File: src/rtl/ssd_bcd_scan_driver.sv
// Seven-segment score display engine: sequential binary-to-BCD (double dabble)
// feeding an atomically updated display register that is scanned across common-anode digits.
module ssd_bcd_scan_driver #(
    parameter int unsigned BIN_W         = 16,
    parameter int unsigned NUM_DIGITS    = 8,
    parameter int unsigned REFRESH_DIV   = 17,
    parameter int unsigned BLANK_LEADING = 1
) (
    input  logic                  clk,
    input  logic                  rst_n,
    input  logic [BIN_W-1:0]      value,
    input  logic                  load,
    input  logic [NUM_DIGITS-1:0] dp_mask,
    output logic                  busy,
    output logic                  done,
    output logic                  overflow,
    output logic [NUM_DIGITS-1:0] an,
    output logic [6:0]            seg,
    output logic                  dp
);

    localparam int unsigned BCD_W = 4 * NUM_DIGITS;
    localparam int unsigned CNT_W = $clog2(BIN_W + 1);
    localparam int unsigned IDX_W = (NUM_DIGITS > 1) ? $clog2(NUM_DIGITS) : 1;

    localparam logic [1:0] S_IDLE   = 2'd0;
    localparam logic [1:0] S_SHIFT  = 2'd1;
    localparam logic [1:0] S_COMMIT = 2'd2;

    localparam logic [6:0] SEG_BLANK = 7'b1111111;
    localparam logic [6:0] SEG_DASH  = 7'b1111110;

    logic [1:0]             state_q, state_nxt;
    logic [BIN_W-1:0]       bin_q, bin_nxt;
    logic [BCD_W-1:0]       bcd_q, bcd_nxt, bcd_adj;
    logic [CNT_W-1:0]       cnt_q, cnt_nxt;
    logic                   ovf_acc_q, ovf_acc_nxt;
    logic                   pend_q, pend_nxt;
    logic [BIN_W-1:0]       pend_val_q, pend_val_nxt;
    logic [BCD_W-1:0]       disp_q, disp_nxt;
    logic                   busy_nxt, done_nxt, ovf_nxt;

    logic [REFRESH_DIV-1:0] presc_q, presc_nxt;
    logic [IDX_W-1:0]       idx_q, idx_nxt;
    logic [NUM_DIGITS-1:0]  an_nxt;
    logic [6:0]             seg_nxt;
    logic                   dp_nxt;
    logic [NUM_DIGITS:0]    zero_above;
    logic [3:0]             cur_digit;
    logic                   cur_blank;

    // Conversion FSM and datapath next-state.
    always_comb begin
        state_nxt    = state_q;
        bin_nxt      = bin_q;
        bcd_nxt      = bcd_q;
        cnt_nxt      = cnt_q;
        ovf_acc_nxt  = ovf_acc_q;
        pend_nxt     = pend_q;
        pend_val_nxt = pend_val_q;
        disp_nxt     = disp_q;
        ovf_nxt      = overflow;
        done_nxt     = 1'b0;
        bcd_adj      = bcd_q;

        for (int i = 0; i < int'(NUM_DIGITS); i++) begin
            if (bcd_q[4*i +: 4] >= 4'd5) begin
                bcd_adj[4*i +: 4] = bcd_q[4*i +: 4] + 4'd3;
            end
        end

        case (state_q)
            S_IDLE: begin
                if (load) begin
                    bin_nxt     = value;
                    bcd_nxt     = '0;
                    ovf_acc_nxt = 1'b0;
                    cnt_nxt     = CNT_W'(BIN_W);
                    state_nxt   = S_SHIFT;
                end
            end
            S_SHIFT: begin
                bcd_nxt     = {bcd_adj[BCD_W-2:0], bin_q[BIN_W-1]};
                bin_nxt     = bin_q << 1;
                ovf_acc_nxt = ovf_acc_q | bcd_adj[BCD_W-1];
                cnt_nxt     = cnt_q - CNT_W'(1);
                if (cnt_q == CNT_W'(1)) begin
                    state_nxt = S_COMMIT;
                end
                if (load) begin
                    pend_nxt     = 1'b1;
                    pend_val_nxt = value;
                end
            end
            S_COMMIT: begin
                disp_nxt = bcd_q;
                ovf_nxt  = ovf_acc_q;
                done_nxt = 1'b1;
                // A request that lands during COMMIT is newer than any pending one.
                if (pend_q || load) begin
                    bin_nxt     = load ? value : pend_val_q;
                    bcd_nxt     = '0;
                    ovf_acc_nxt = 1'b0;
                    cnt_nxt     = CNT_W'(BIN_W);
                    pend_nxt    = 1'b0;
                    state_nxt   = S_SHIFT;
                end else begin
                    state_nxt = S_IDLE;
                end
            end
            default: state_nxt = S_IDLE;
        endcase

        busy_nxt = (state_nxt == S_SHIFT) || (state_nxt == S_COMMIT);
    end

    // Scan index, leading-zero blanking and segment decode.
    always_comb begin
        presc_nxt = presc_q + 1'b1;
        idx_nxt   = idx_q;
        if (&presc_q) begin
            idx_nxt = (idx_q == IDX_W'(NUM_DIGITS - 1)) ? '0 : idx_q + 1'b1;
        end

        zero_above[NUM_DIGITS] = 1'b1;
        for (int k = int'(NUM_DIGITS) - 1; k >= 0; k--) begin
            zero_above[k] = zero_above[k+1] && (disp_q[4*k +: 4] == 4'd0);
        end

        an_nxt    = '1;
        dp_nxt    = 1'b1;
        cur_digit = 4'd0;
        cur_blank = 1'b0;
        for (int k = 0; k < int'(NUM_DIGITS); k++) begin
            if (idx_q == IDX_W'(k)) begin
                an_nxt[k] = 1'b0;
                dp_nxt    = ~dp_mask[k];
                cur_digit = disp_q[4*k +: 4];
                cur_blank = (BLANK_LEADING != 0) && (k > 0) && zero_above[k];
            end
        end

        if (overflow) begin
            seg_nxt = SEG_DASH;
        end else if (cur_blank) begin
            seg_nxt = SEG_BLANK;
        end else begin
            case (cur_digit)
                4'd0:    seg_nxt = 7'b0000001;
                4'd1:    seg_nxt = 7'b1001111;
                4'd2:    seg_nxt = 7'b0010010;
                4'd3:    seg_nxt = 7'b0000110;
                4'd4:    seg_nxt = 7'b1001100;
                4'd5:    seg_nxt = 7'b0100100;
                4'd6:    seg_nxt = 7'b0100000;
                4'd7:    seg_nxt = 7'b0001111;
                4'd8:    seg_nxt = 7'b0000000;
                4'd9:    seg_nxt = 7'b0000100;
                default: seg_nxt = SEG_BLANK;
            endcase
        end
    end

    // State and output registers.
    always_ff @(posedge clk or negedge rst_n) begin
        if (!rst_n) begin
            state_q    <= S_IDLE;
            bin_q      <= '0;
            bcd_q      <= '0;
            cnt_q      <= '0;
            ovf_acc_q  <= 1'b0;
            pend_q     <= 1'b0;
            pend_val_q <= '0;
            disp_q     <= '0;
            busy       <= 1'b0;
            done       <= 1'b0;
            overflow   <= 1'b0;
            presc_q    <= '0;
            idx_q      <= '0;
            an         <= '1;
            seg        <= SEG_BLANK;
            dp         <= 1'b1;
        end else begin
            state_q    <= state_nxt;
            bin_q      <= bin_nxt;
            bcd_q      <= bcd_nxt;
            cnt_q      <= cnt_nxt;
            ovf_acc_q  <= ovf_acc_nxt;
            pend_q     <= pend_nxt;
            pend_val_q <= pend_val_nxt;
            disp_q     <= disp_nxt;
            busy       <= busy_nxt;
            done       <= done_nxt;
            overflow   <= ovf_nxt;
            presc_q    <= presc_nxt;
            idx_q      <= idx_nxt;
            an         <= an_nxt;
            seg        <= seg_nxt;
            dp         <= dp_nxt;
        end
    end

endmodule

File: config.mk
export PLATFORM = sky130hd
export DESIGN_NAME = ssd_bcd_scan_driver
export DESIGN_NICKNAME = d
export VERILOG_FILES = /design/src/rtl/ssd_bcd_scan_driver.sv
export SDC_FILE = /design/constraint.sdc
export NUM_CORES = 1
export LEC_CHECK = 0
export ABC_CLOCK_PERIOD_IN_PS = 3300
export BUFFER_PORTS_ARGS = -buffer_cell sky130_fd_sc_hd__buf_2
export CORE_AREA = 2 2 113 115
export CTS_BUF_LIST = sky130_fd_sc_hd__clkbuf_4
export CTS_CLUSTER_SIZE = 8
export DETAILED_ROUTE_END_ITERATION = 12
export DIE_AREA = 0 0 115 117
export PLACE_DENSITY = 0.77
export SYNTH_ARGS = -nofsm -noshare
export SYNTH_HDL_FRONTEND = slang
export SYNTH_SLANG_ARGS = --single-unit
File: constraint.sdc
create_clock -name clk -period 3.3 [get_ports clk]
set_input_delay 0.66 -clock clk [delete_from_list [all_inputs] [get_ports clk]]
set_output_delay 0.66 -clock clk [all_outputs]
set_load 0.05 [all_outputs]
* Yosys cells after proc, flatten, opt, wreduce, memory -nomap -nowiden *
Memories as Yosys holds them, arrays and structs flattened.
Index checks and enable logic that the tools add are counted.

storage, ports and cells
  input bits = 27
  output and inout bits = 19
  memory bits (read-only) = 112
  bits in registers = 144
  logic and storage cells = 144
  memories kept = 1

memories
  memory            words  bits a word  rd ports  clocked after memory_dff  write ports  line  source
  (name not given)  16     7            1         0                         0            148   case (cur_digit)

cells by class
  reductions and logical operators = 22
  multiplexer cells = 62
  order comparisons = 8
  add/subtract/negate cells = 11
  bitwise gates (word level) = 9
  equal/unequal tests = 15

operator list
  cell                   number
  $pmux 32 s3            1
  $mux 32                2
  $mux 4                 16
  $mux 16                3
  $pmux 16 s3            1
  $add 4x2->4 const B    8
  $ge 4x3->1 const B     8
  $logic_not 4->1        7
  $mux 1                 28
  $add 17x1->17 const B  1
  $reduce_and 17->1      1
  $pmux 5 s3             1
  $mux 7                 2
  $eq 3x3->1 const B     4
  $mux 5                 2
  $not 1->1              8
  $eq 3x2->1 const B     2
  $logic_and 1x1->1      6
  $ne 2x2->1 const B     3
  $pmux 2 s3             1
  $reduce_and 3->1       2
  $eq 5x1->1 const B     1
  $sub 5x1->5 const B    1
  $eq 2x1->1 const B     2
  other kinds (13)       16

* Depth between registers and ports, before layout *
  word-level depth = 16
  gate-level depth with buffers = 15

* Worst setup path after synthesis *
No wires, ideal clock.

  path type = reg-to-reg
  from = reg idx_q[1]
  to = reg seg[1]
  arrival = 2.563 ns
  setup slack = 0.642 ns
  cell stages (with the launch flop) = 15
  period minus slack after synthesis = 2.658 ns
  data required time = 3.206 ns
  buffers on the path = 2
  path through = dfrtp_1 > inv_1 > ha_1 > buf_6 > buf_2 > nand3b_1 > a221oi_1 > o311ai_0 > nand2_1 > o21ai_0 > inv_1 > ha_1 > or2_2 > a21oi_1 > o21ai_1

between the ends
  word-level cells in the longest chain between the ends = 12

RTL lines
  item                      line  source
  start: declaration        44    logic [IDX_W-1:0] idx_q, idx_nxt;
  start signal: assignment  196   idx_q <= idx_nxt;
  $logic_not 3->1           135   if (idx_q == IDX_W'(k)) begin
  $mux 4 (8 in a row)       135
  $mem_v2 16x7              --
  $mux 7 (*)                145   end else if (cur_blank) begin
  $mux 7 (*)                143   if (overflow) begin
  via seg_nxt[1]            46    logic [6:0] seg_nxt;
  end signal: assignment    198   seg <= seg_nxt;
  end: declaration          18    output logic [6:0] seg,

The timed path passes the listed nets; every way through them passes the cells marked *.
A chain may end at the register's enable or synchronous reset.

* Worst setup path in the final report *
  from = reg idx_q[0]
  to = reg seg[1]

The elaborated chain is that of the path after synthesis.

==> summary.txt <==
Status: finished, final reports clean
I/O pins: 46
Avg WL per Cell: 16.17 um
Share of post-route cells with drive strength above 1: 20.32%
Root buf cell: clkbuf_4
Overall Global Routing Usage: 24.59%
Clock power frac: 17.4%
Clock insertion delay at the later pin of the skew report: 0.55 ns
Worst path cell trace: ha_1 -> ha_1 -> inv_1 -> o31a_1 -> o311ai_0 -> nand2_1 -> o21ai_0 -> inv_1 -> ha_1 -> or2_2 -> a21oi_1 -> o21ai_1
Cell Area, Synth: 7548 um^2
Psw: 2.340 mW
Fmax: 346.4 MHz
Logic pwr share: 38.8%
Largest net degree at the start of global routing: 95
Worst Reg2Reg Path Length in Cells: 12
Pins over their slew limit: 0
CTS tree: built
Crit. Startpoint: idx_q[0]
Max Clock Skew: 0.02159 ns
Critical R2R Capture: seg[1]
Cell-internal power: 3.470 mW
Crit start category: flop
Flops & latches, synth: 144
Global-route wire length before repair: 26.12 mm
WHS: 0.1643 ns
Vias in the first global route: 5,568
Final Cycle Share: 87.49%
Final setup TNS: 0 ns
# hold bufs at CTS: 0
Synth Flop Type: dfrtp_1
Post-layout nets: 858
CTS sink count: 144
Data required, critical path: 3.76 ns
Max cap viols: 0
Die Ht: 117 um
Worst R2R Start: idx_q[0]
VDD IR-drop max: 0.0004131 V
Starting Density: 61.31%
Async SR Flop Fraction: 100.0%
Clk pin slew, worst setup/hold paths: 0.13 ns
Syn_nets: 818
Most used cell, CP: ha_1
# diodes: 0
Crit path max-delay family: compound AO/OA/AOI/OAI gates
Final setup fails: 0
Final worst slack: 0.4129 ns
Most common cell after layout, fill and taps aside: dfrtp_1
1st-pass router iterations: 6
PD cells: 711.7 nW/um^2
Worst Tran Pin Value: 0.8350 ns
Die width: 115 um
RSZ-0062 raised after global routing: false
Sw Share: 40.28%
Crit path to: seg[1]
Die area: 13,460 um^2
Tmin final: 2.887 ns
Max transition margin: 44.33%
GRT overflow: 0
Flop pwr share: 43.8%
Antenna Nets Post-Route: 0
Aggregate routed wire length: 15.47 mm
Syn-to-layout area delta: 8.155%
Slowest CP cell: dfrtp_1
Synth Warn #: 0
Pleak: 3.643 nW
Core ar.: 12,310 um^2
R2R Setup Slk: 0.41 ns
Iter 0 DRT Violations: 413
Most frequent cells in the layout: dfrtp_1 (128), nand2_1 (110), o21ai_0 (95), buf_2 (44), mux2_2 (41)
# rows: 41
Storage cell area: 3623 um^2
Num CTS Buffers: 17
Worst hold path class: primary input to asynchronous set/reset pin
CP peak stage delay: 0.41 ns
Levels on crit path: 12
Avg Cell Area, Syn: 10.01 um^2
Worst setup EP type: flop
Dpl ws: 0.2614 ns
Dpl hpwl: 10.74 mm
CTS max path bufs: 2
Fill cells: 988
Yosys cell types: 66
Post-synth EDFFs: 0
Hold Vio Cnt, Final: 0
Drc violations: 0
IO Port Bufs: 45
Worst Path Class, Setup: flop to flop
H-tree depth: 4
Area occupied by multi-input gates: 3606 um^2
CP bufs+invs: 2
Sequential element share of the synthesized area: 48.00%
Vias: 5,716
Crit path DAT: 3.34 ns
Initial antenna violation count: 0
Final GP Congestion: 0.8905
Post-Syn Instances: 754
Max FO, Critical Path: 12
Vias per Instance: 5.973
Final Util: 66.31%
## cell families (layout without fill, tap and decap cells)
| group | Yosys count | count (layout) | share of synthesized area (%) |
|---|---|---|---|
| and+or+nand+nor | 218 | 218 | 13.84 |
| adders and majority gates | 37 | 37 | 6.133 |
| AOI/OAI and AO/OA | 207 | 207 | 18.40 |
| buffers and inverters | 81 | 134 | 4.442 |
| muxes | 44 | 44 | 6.514 |
| DFF | 144 | 144 | 48.00 |
| xor gates and xnor gates | 23 | 23 | 2.669 |
## metrics by stage
stage,total power [mW],cells,area [um^2]
3_5_place_dp,4.826,925,7915
3_3_place_gp,4.692,925,7915
4_1_cts,5.834,957,8162
5_1_grt,6.233,957,8164
2_1_floorplan,4.176,754,7548
6_report,5.810,957,8164
## layer usage
metal / GRT usage, % / share of wire (%)
met5: 0 / 0
met1: 31.18 / 45
met3: 5.201 / 4.1
met2: 41.18 / 49
met4: 10.68 / 2.3
## state kept, by name (all words and copies together) (netlist names), 2 cells and up
name	flops
state_q	2
bcd_q	32
an	8
seg	7
presc_q	17
bin_q	16
cnt_q	5
disp_q	32
idx_q	3
pend_val_q	16
## power groups by stage
| stage | clock (mW) | sequential (mW) | combinational [mW] |
|---|---|---|---|
| CTS | 1.04 | 2.54 | 2.26 |
| global placement | 0 | 2.55 | 2.14 |
| finish | 1.01 | 2.55 | 2.26 |
| global route | 1.12 | 2.61 | 2.50 |
| detailed placement | 0 | 2.58 | 2.25 |
| floorplan | 0 | 2.56 | 1.62 |
## how the worst min path moves through the flow
stage	slack, ns	cells after the start	end	from
after floorplan	0.36	0	bcd_q[0]	rst_n
after global placement	0.45	1	presc_q[14]	presc_q[14]
after detailed placement	0.46	1	seg[0]	overflow
after CTS	0.17	1	bcd_q[12]	rst_n
after global routing	0.20	1	bcd_q[12]	rst_n
final	0.16	1	bcd_q[12]	rst_n
## timing repair
action                                  in CTS  in global routing
endpoints found under the setup margin       0                  1
setup buffers                                0                  0
gates resized for setup                      0                  1
## synth_stat cells, types with 4 or more instances
cell type | instances | area share (%)
nor4_1 | 6 | 0.50
a211oi_1 | 4 | 0.40
nor2b_1 | 13 | 1.1
a21oi_1 | 30 | 2.0
nand3_1 | 18 | 1.2
xnor2_1 | 17 | 2.0
o31ai_1 | 4 | 0.40
o21ai_1 | 4 | 0.27
a222oi_1 | 11 | 1.5
and3_1 | 9 | 0.75
xor2_1 | 6 | 0.70
ha_1 | 37 | 6.1
nor2_1 | 19 | 0.94
clkbuf_1 | 29 | 1.4
a22oi_1 | 4 | 0.40
dfstp_2 | 16 | 5.6
a221oi_1 | 5 | 0.58
nor3_1 | 7 | 0.46
nand2_1 | 110 | 5.5
a31oi_1 | 11 | 0.91
inv_1 | 40 | 2.0
o21ai_0 | 95 | 6.3
mux2_2 | 41 | 6.1
nor3b_1 | 9 | 0.90
dfrtp_1 | 128 | 42
nand2b_1 | 9 | 0.75
a22o_1 | 13 | 1.5
nand3b_1 | 5 | 0.50
## final cells by class
type | instances | share of cell area (%)
sequential | 144 | 44.38
clock inverter | 15 | 1.456
inverter | 43 | 2.008
multi-input combinational | 529 | 44.17
clock buffer | 17 | 1.563
tap | 150 | 2.299
timing repair buffer | 59 | 4.123
Note: power is estimated with default switching activity, not from simulation.
